File: src/rtl/membank_serializer.sv
// Four-bank x 16-word x 16-bit memory with a bit-serial read-out engine.
// Reads shift MSB first on membitclk edges; writes commit on epc_data_ready edges.
module membank_serializer (
  input  logic        clk,
  input  logic        reset,
  input  logic        start_read,
  input  logic        epc_mode,
  input  logic [1:0]  readwritebank,
  input  logic [7:0]  readwriteptr,
  input  logic [7:0]  readwords,
  input  logic [15:0] writedataout,
  input  logic        epc_data_ready,
  input  logic        abort,
  input  logic        membitclk,
  output logic        membitsrc,
  output logic        memdatadone,
  output logic        busy,
  output logic        range_err,
  output logic        write_ack
);

  typedef enum logic [1:0] {IDLE, LOAD, SHIFT, DONE} state_t;

  state_t      state;
  logic [15:0] mem [64];
  logic        bitclk_q;
  logic        wrrdy_q;
  logic        bit_edge;
  logic        wr_edge;
  logic        wr_ok;
  logic [1:0]  bank;
  logic [3:0]  ptr;
  logic [3:0]  next_ptr;
  logic [4:0]  words_left;
  logic [3:0]  bitcnt;
  logic [15:0] shreg;
  logic [8:0]  req_count;
  logic [8:0]  req_end;
  logic        req_bad;

  assign bit_edge  = membitclk & ~bitclk_q;
  assign wr_edge   = epc_data_ready & ~wrrdy_q;
  assign wr_ok     = wr_edge && (readwriteptr <= 8'd15);
  assign next_ptr  = ptr + 4'd1;
  assign membitsrc = (state == SHIFT) & shreg[15];

  // A zero word count means "through the last word of the bank".
  always_comb begin
    req_count = (readwords == 8'd0) ? (9'd16 - {1'b0, readwriteptr}) : {1'b0, readwords};
    req_end   = {1'b0, readwriteptr} + req_count;
    req_bad   = (readwriteptr > 8'd15) || (req_end > 9'd16);
  end

  always_ff @(posedge clk) begin
    if (!reset) begin
      bitclk_q <= 1'b0;
      wrrdy_q  <= 1'b0;
    end else begin
      bitclk_q <= membitclk;
      wrrdy_q  <= epc_data_ready;
    end
  end

  // Bank1 word0 powers up holding 16'h3000; everything else clears.
  always_ff @(posedge clk) begin
    if (!reset) begin
      for (int i = 0; i < 64; i++) mem[i] <= (i == 16) ? 16'h3000 : 16'h0000;
      write_ack <= 1'b0;
    end else begin
      write_ack <= wr_ok;
      if (wr_ok) mem[{readwritebank, readwriteptr[3:0]}] <= writedataout;
    end
  end

  always_ff @(posedge clk) begin
    if (!reset) begin
      state       <= IDLE;
      memdatadone <= 1'b0;
      busy        <= 1'b0;
      range_err   <= 1'b0;
      bitcnt      <= 4'd0;
      shreg       <= 16'h0000;
      bank        <= 2'd0;
      ptr         <= 4'd0;
      words_left  <= 5'd0;
    end else if (abort) begin
      state       <= IDLE;
      memdatadone <= 1'b0;
      busy        <= 1'b0;
      range_err   <= 1'b0;
    end else begin
      case (state)
        IDLE, DONE: begin
          if (start_read) begin
            memdatadone <= 1'b0;
            range_err   <= 1'b0;
            if (epc_mode) begin
              bank       <= 2'd1;
              ptr        <= 4'd1;
              words_left <= 5'd7;
              busy       <= 1'b1;
              state      <= LOAD;
            end else if (req_bad) begin
              range_err   <= 1'b1;
              memdatadone <= 1'b1;
              state       <= DONE;
            end else begin
              bank       <= readwritebank;
              ptr        <= readwriteptr[3:0];
              words_left <= req_count[4:0];
              busy       <= 1'b1;
              state      <= LOAD;
            end
          end
        end
        LOAD: begin
          shreg  <= mem[{bank, ptr}];
          bitcnt <= 4'd0;
          state  <= SHIFT;
        end
        SHIFT: begin
          // The next word is fetched on the last bit's edge so the stream has no gap.
          if (bit_edge) begin
            if (bitcnt == 4'd15) begin
              bitcnt <= 4'd0;
              if (words_left > 5'd1) begin
                ptr        <= next_ptr;
                shreg      <= mem[{bank, next_ptr}];
                words_left <= words_left - 5'd1;
              end else begin
                shreg       <= {shreg[14:0], 1'b0};
                memdatadone <= 1'b1;
                busy        <= 1'b0;
                state       <= DONE;
              end
            end else begin
              shreg  <= {shreg[14:0], 1'b0};
              bitcnt <= bitcnt + 4'd1;
            end
          end
        end
        default: state <= IDLE;
      endcase
    end
  end

endmodule

File: config.mk
export PLATFORM = sky130hd
export DESIGN_NAME = membank_serializer
export DESIGN_NICKNAME = d
export VERILOG_FILES = /design/src/rtl/membank_serializer.sv
export SDC_FILE = /design/constraint.sdc
export NUM_CORES = 2
export LEC_CHECK = 0
export ABC_CLOCK_PERIOD_IN_PS = 3900
export BUFFER_PORTS_ARGS = -buffer_cell sky130_fd_sc_hd__buf_2
export CAP_MARGIN = 15
export CORE_AREA = 3 3 362 364
export DETAILED_ROUTE_END_ITERATION = 16
export DIE_AREA = 0 0 365 367
export PLACE_DENSITY_LB_ADDON = 0.08
export SYNTH_ARGS = -nofsm -noshare
export SYNTH_HDL_FRONTEND = slang
export SYNTH_SLANG_ARGS = --single-unit
File: constraint.sdc
create_clock -name clk -period 3.9 [get_ports clk]
set_input_delay 0.585 -clock clk [delete_from_list [all_inputs] [get_ports clk]]
set_output_delay 0.585 -clock clk [all_outputs]
set_load 0.05 [all_outputs]
# After elaboration in Yosys (flattened, before gate mapping)

Memory sizes are Yosys's and may differ from the RTL's.
Cells that the tools add are included.

Register bits: 39
Memory bits (writable): 1024
Input bits: 41
Output and inout port bits: 5
Logic and storage cells: 108
Memories: 1

Add/subtract/negate cells: 5
Order comparisons: 4
Equal/unequal tests: 11
Muxes and demuxes: 52
Bitwise gates (word level): 7
Reductions and logical operators: 16

Memory list:

| name | words | width | rd ports | clocked after memory_dff | write ports | RTL line | RTL |
|---|---|---|---|---|---|---|---|
| mem  | 64    | 16    | 2        | 0                        | 64          | 25       | `logic [15:0] mem [64];` |

Operators by type and width:

| kind                                                           | count |
|---|---|
| 2-to-1 mux 16 bit                                              | 4 |
| 2-to-1 mux 4 bit                                               | 8 |
| one-hot mux 16 bit (2 select lines)                            | 1 |
| 2-to-1 mux 5 bit                                               | 6 |
| 2-to-1 mux 1 bit                                               | 17 |
| 2-to-1 mux 2 bit                                               | 8 |
| one-hot mux 4 bit (2 select lines)                             | 2 |
| OR reduction 16 bit                                            | 1 |
| one-hot mux 5 bit (2 select lines)                             | 1 |
| adder 8 x 9 -> 9 bit                                           | 1 |
| greater-than comparator 9 x 5 -> 1 bit, second input constant  | 1 |
| 2-to-1 mux 9 bit                                               | 1 |
| subtractor 5 x 8 -> 9 bit, first input constant                | 1 |
| adder 4 x 1 -> 4 bit, second input constant                    | 2 |
| greater-than comparator 8 x 4 -> 1 bit, second input constant  | 1 |
| less-or-equal comparator 8 x 4 -> 1 bit, second input constant | 1 |
| logical NOT 8 bit                                              | 1 |
| != test 2 bit, second input constant                           | 4 |
| AND reduction 4 bit                                            | 2 |
| AND reduction 7 bit                                            | 1 |
| 2-to-1 mux 6 bit                                               | 1 |
| one-hot mux 2 bit (3 select lines)                             | 1 |
| AND reduction 6 bit                                            | 1 |
| greater-than comparator 5 x 1 -> 1 bit, second input constant  | 1 |
| other kinds (17)                                               | 27 |

# Depth between registers and ports, before layout

Depth in word-level cells: 9
Gate-level depth with buffers: 15
Gate-level depth less buffers: 14

# Least setup slack after synthesis

No wires, ideal clock.

Path type: input to register
Start point: in readwriteptr[2]
End point: reg bank[0]
Setup time: 0.119 ns
Arrival time: 3.685 ns
Data required time: 3.781 ns
Slack: 0.097 ns
Stages on the path: 14
Path buffers: 2
Path through: clkbuf_1 > or3_1 > clkbuf_1 > o21ai_0 > nand2_1 > xor2_1 > a21o_1 > ha_1 > or4_1 > o22ai_1 > xnor2_1 > a31oi_1 > nor3_1 > o221a_2

Word-level cells in the longest chain between the ends: 7
Elaborated cells on any way between the ends: 8
Those cells by class: 2 x add/sub; 2 x order compare; 1 x eq/ne; 1 x mux; 2 x reduce/logical

Ends and longest elaborated chain:

| element                                | RTL line | RTL |
|---|---|---|
| from (decl)                            | 9        | `input logic [7:0] readwriteptr,` |
| subtractor 5 x 8 -> 9 bit              | 49       | `req_count = (readwords == 8'd0) ? (9'd16 - {1'b0, readwriteptr}) : {1'b0, readwords};` |
| 2-to-1 mux 9 bit                       | 49       |  |
| adder 8 x 9 -> 9 bit                   | 50       | `req_end = {1'b0, readwriteptr} + req_count;` |
| greater-than comparator 9 x 5 -> 1 bit | 51       | `req_bad = (readwriteptr > 8'd15) \|\| (req_end > 9'd16);` |
| logical OR 1 bit (*)                   | 51       |  |
| != test 2 bit (no line) (*)            | -        |  |
| AND reduction 4 bit (no line) (*)      | -        |  |
| to (signal assigned)                   | 108      | `bank <= readwritebank;` |
| to (decl)                              | 31       | `logic [1:0] bank;` |

Every way passes the cells marked *; elsewhere a longest branch is shown, timed or not.
A chain may end at the register's enable or synchronous reset.

# Worst setup path in the final report

Start point: reg ptr[0]
End point: reg shreg[6]

Word-level cells in the longest chain between the ends: 6

Ends and longest elaborated chain:

| element                                 | RTL line | RTL |
|---|---|---|
| from (decl)                             | 32       | `logic [3:0] ptr;` |
| from (signal assigned)                  | 109      | `ptr <= readwriteptr[3:0];` |
| from (signal assigned)                  | 127      | `ptr <= next_ptr;` |
| adder 4 x 1 -> 4 bit                    | 44       | `assign next_ptr = ptr + 4'd1;` |
| memory (64 x 16 bit) (*)                | -        |  |
| 2-to-1 mux 16 bit                       | 126      | `if (words_left > 5'd1) begin` |
| 2-to-1 mux 16 bit                       | 124      | `if (bitcnt == 4'd15) begin` |
| 2-to-1 mux 16 bit                       | 123      | `if (bit_edge) begin` |
| one-hot mux 16 bit (2 select lines) (*) | 92       | `case (state)` |
| to (signal assigned)                    | 128      | `shreg <= mem[{bank, next_ptr}];` |
| to (signal assigned)                    | 131      | `shreg <= {shreg[14:0], 1'b0};` |
| to (signal assigned)                    | 137      | `shreg <= {shreg[14:0], 1'b0};` |
| to (decl)                               | 36       | `logic [15:0] shreg;` |

Every way passes the cells marked *; elsewhere a longest branch is shown, timed or not. The select of a mux whose other input is x is not followed.

==> flow_summary.yaml <==
cts:
  insertion_delay_ns: 0.75
  cts_sinks: 1063
  hold_buffers: 0
  path_clk_slew_ns: 0.06
  cts_setup_buffers: 0
  cts_tree: "built"
  cts-buffers-inserted: 118
  postCtsResizedCells: 0
  cts_root_buf: "clkbuf_16"
  cts.path.max_buffers: 3
  htreeDepth: 3
place:
  placed_cells: 5464
  place_area_um2: 60700
  dp_slack_ns: -0.116
  port_buffers: 45
  place_congestion: 0.955
  dp_hpwl_um: 131000
layout:
  final_area_um2: 64400
  fillers: 10600
  nNetsFinal: 3979
  area_growth_pct: 12.2
  fin_cells: 5688
  drive_gt1_share_pct: 27.8
  multi_input_area_um2: 24200
  fin_util_pct: 50.5
  regArea_um2: 31500
worst_setup_path:
  required_ns: 4.60
  crit_arrival_ns: 4.53
  rr_endpoint: "shreg[6]$_SDFFE_PN0P_"
  cp-end-kind: "flip-flop"
  crit_path_end: "shreg[6]$_SDFFE_PN0P_"
  r2r_start: "ptr[0]$_SDFFE_PN0P_"
  startpoint_type: "flip-flop"
  cp_max_fo: 30
  crit_type: "flip-flop to flip-flop"
  ff2ff_path_depth: 9
  crit_start: "ptr[0]$_SDFFE_PN0P_"
  rrSetupSlack_ns: 0.07
logic_synthesis:
  yosys.area_share.simple_pct: 13.7
  synth.area.top_cells: "edfxtp_1, mux4_2, and2_1, mux2i_1, clkbuf_1"
  synthXorXnorAreaFrac_pct: 0.244
  ys_seq_area_share_pct: 54.9
  syn_nets: 3903
  synth_area_um2: 57400
  yosys.area.top_type: "edfxtp_1"
  synth_fa_ha_area_share_pct: 0.362
  synth-compound-area-share_pct: 4.35
  async_reset_ff_share_pct: 0
  synth_warnings: 0
  synth_mux_area_share_pct: 23.1
  synth_top_family_by_area: "multiplexers"
  avgSynthCellArea_um2: 14.9
  postSynthCellCount: 3846
  synth_seq_cells: 1063
  ys_types: 76
  synth-main-ff-cell: "edfxtp_1"
  synth-edff-count: 1024
  synth_top_cell_area_share_pct: 53.6
power_and_ir_drop:
  power.share.combinational_pct: 11.1
  p_sw_share_pct: 25.1
  internal_power_mw: 20.1
  total_leakage_power_nw: 22.6
  p_clk_share_pct: 40.7
  peakVddDrop_mv: 0.347
  p_sw_mw: 6.74
  seq_power_share_pct: 48.2
  power_density_nw_per_um2: 416
  power_mw: 26.8
detailed_routing:
  wl_per_cell_um: 34.2
  vias_per_cell: 6.36
  wl_um: 194000
  antenna_left: 0
  drtIter0Drc: 4361
  num_vias: 36200
  firstDrtPassIters: 5
  drc: 0
timing:
  rsz0062_at_grt: "no"
  fin_crit_ns: 3.83
  whs_ns: 0.0677
  max_slew_margin_pct: 18.6
  slew_viol_final: 0
  tns_ns: 0
  fin_crit_sh_pct: 98.2
  skew_ns: 0.0280
  setup_viol: 0
  finalHoldViolCount: 0
  tightest_slew_ns: 1.19
  setup_ws_ns: 0.0708
  max_freq_ghz: 0.261
grt:
  grt_pass1_wl_um: 277000
  grt_max_degree: 103
  grtUsageTotal_pct: 29.1
  overflow: 0
  antenna_found_initial: 16
  grt_pass1_vias: 36600
die:
  placementRows: 131
  core_area_um2: 128000
  boundaryPins: 46
  initial_core_util_pct: 45.0
  die_w_um: 365
  die_area_um2: 134000
  die_y_um: 367
status:
  status: "completed"
hold_path:
  min_path_type: "input pin to flip-flop"
run:
  drv_cap: 0
## worst max-delay path: stages, from the launching register on
cell and delay (ns):
dfxtp_4 0.38, ha_4 0.20, xnor2_2 0.79, buf_12 0.34, buf_4 0.20, mux4_2 0.26, o22ai_1 0.18, a2111oi_0 1.03
buf_4 0.26, a22o_1 0.11
## power groups by stage
stage	clock (mW)	sequential (mW)	combinational (mW)
5_1_grt	11.5	13.0	3.09
6_report	10.9	12.9	2.98
4_1_cts	11.1	12.9	2.98
3_5_place_dp	0	13.2	2.96
3_3_place_gp	0	13.1	2.95
2_1_floorplan	0	13.1	1.69
## synth_stat cells (all sizes together) (3+ instances only)
cell type	count
nor4	4
o31ai	3
a311oi	15
o22ai	30
a31oi	4
nand3	20
a21oi	38
a221o	15
a2111oi	14
mux2i	105
nor3b	3
dfxtp	39
mux4	543
a21o	7
clkbuf	248
edfxtp	1024
nor2	94
ha	15
or3	11
a22oi	30
nand2	111
xnor2	7
nor2b	22
xor2	6
o21ai	88
a211oi	6
buf	138
o2111ai	17
or2	3
a22o	18
a32o	16
a211o	3
inv	31
and2	1029
o21bai	3
nand3b	4
nand2b	8
or4	4
o221a	3
o211ai	32
nor3	13
## cell families after synthesis
logic type	count (synthesis)
compound gates	354
xor+xnor	13
fa+ha+maj	16
buf+inv	419
flops	1063
mux	649
simple gates	1332
## worst min path at each step
stage                             endpoint  slack [ns]                   start  depth (start not counted)
floorplan            shreg[2]$_SDFFE_PN0P_        0.44   shreg[2]$_SDFFE_PN0P_                          1
global placement     shreg[2]$_SDFFE_PN0P_        0.45   shreg[2]$_SDFFE_PN0P_                          1
detailed placement  shreg[15]$_SDFFE_PN0P_        0.46  shreg[15]$_SDFFE_PN0P_                          1
CTS                    bitclk_q$_SDFF_PN0_        0.02               membitclk                          2
global route           bitclk_q$_SDFF_PN0_        0.04               membitclk                          2
finish                 bitclk_q$_SDFF_PN0_        0.07               membitclk                          2
## flip-flops by register name (all words and copies together), names as in the netlist, 2 cells and up
| register | flops |
|---|---|
| state | 2 |
| ptr | 4 |
| words_left | 5 |
| shreg | 16 |
| mem | 1024 |
| bank | 2 |
| bitcnt | 4 |
## metal layers
metal / vias to the layer above / routed length, µm / global-route usage [%]
li1: 15000 / - / -
met1: 19100 / 75000 / 38.5
met2: 1713 / 95600 / 47.9
met3: 313 / 15300 / 5.60
met4: 10 / 8250 / 10.7
met5: - / 67 / 0
## final cells by class
cell class / count / share of cell area [%]
tap: 1662 / 3.23
multi-input combinational: 2364 / 37.5
sequential: 1063 / 49.0
clock inverter: 59 / 0.783
antenna: 2 / 0.00777
clock buffer: 163 / 4.99
timing repair buffer: 342 / 4.32
inverter: 33 / 0.192
## placed cells by master (no fill, tap or decap), drive strengths merged, types with 32 or more instances in the layout
| cell type | Yosys | final |
|---|---|---|
| clkbuf | 248 | 163 |
| a21oi | 38 | 38 |
| edfxtp | 1024 | 1024 |
| buf | 138 | 342 |
| mux4 | 543 | 543 |
| mux2i | 105 | 105 |
| clkinv | 2 | 50 |
| nor2 | 94 | 94 |
| o21ai | 88 | 88 |
| and2 | 1029 | 1029 |
| dfxtp | 39 | 39 |
| inv | 31 | 35 |
| nand2 | 111 | 111 |
| o211ai | 32 | 32 |
Note: power is estimated with default switching activity, not from simulation.
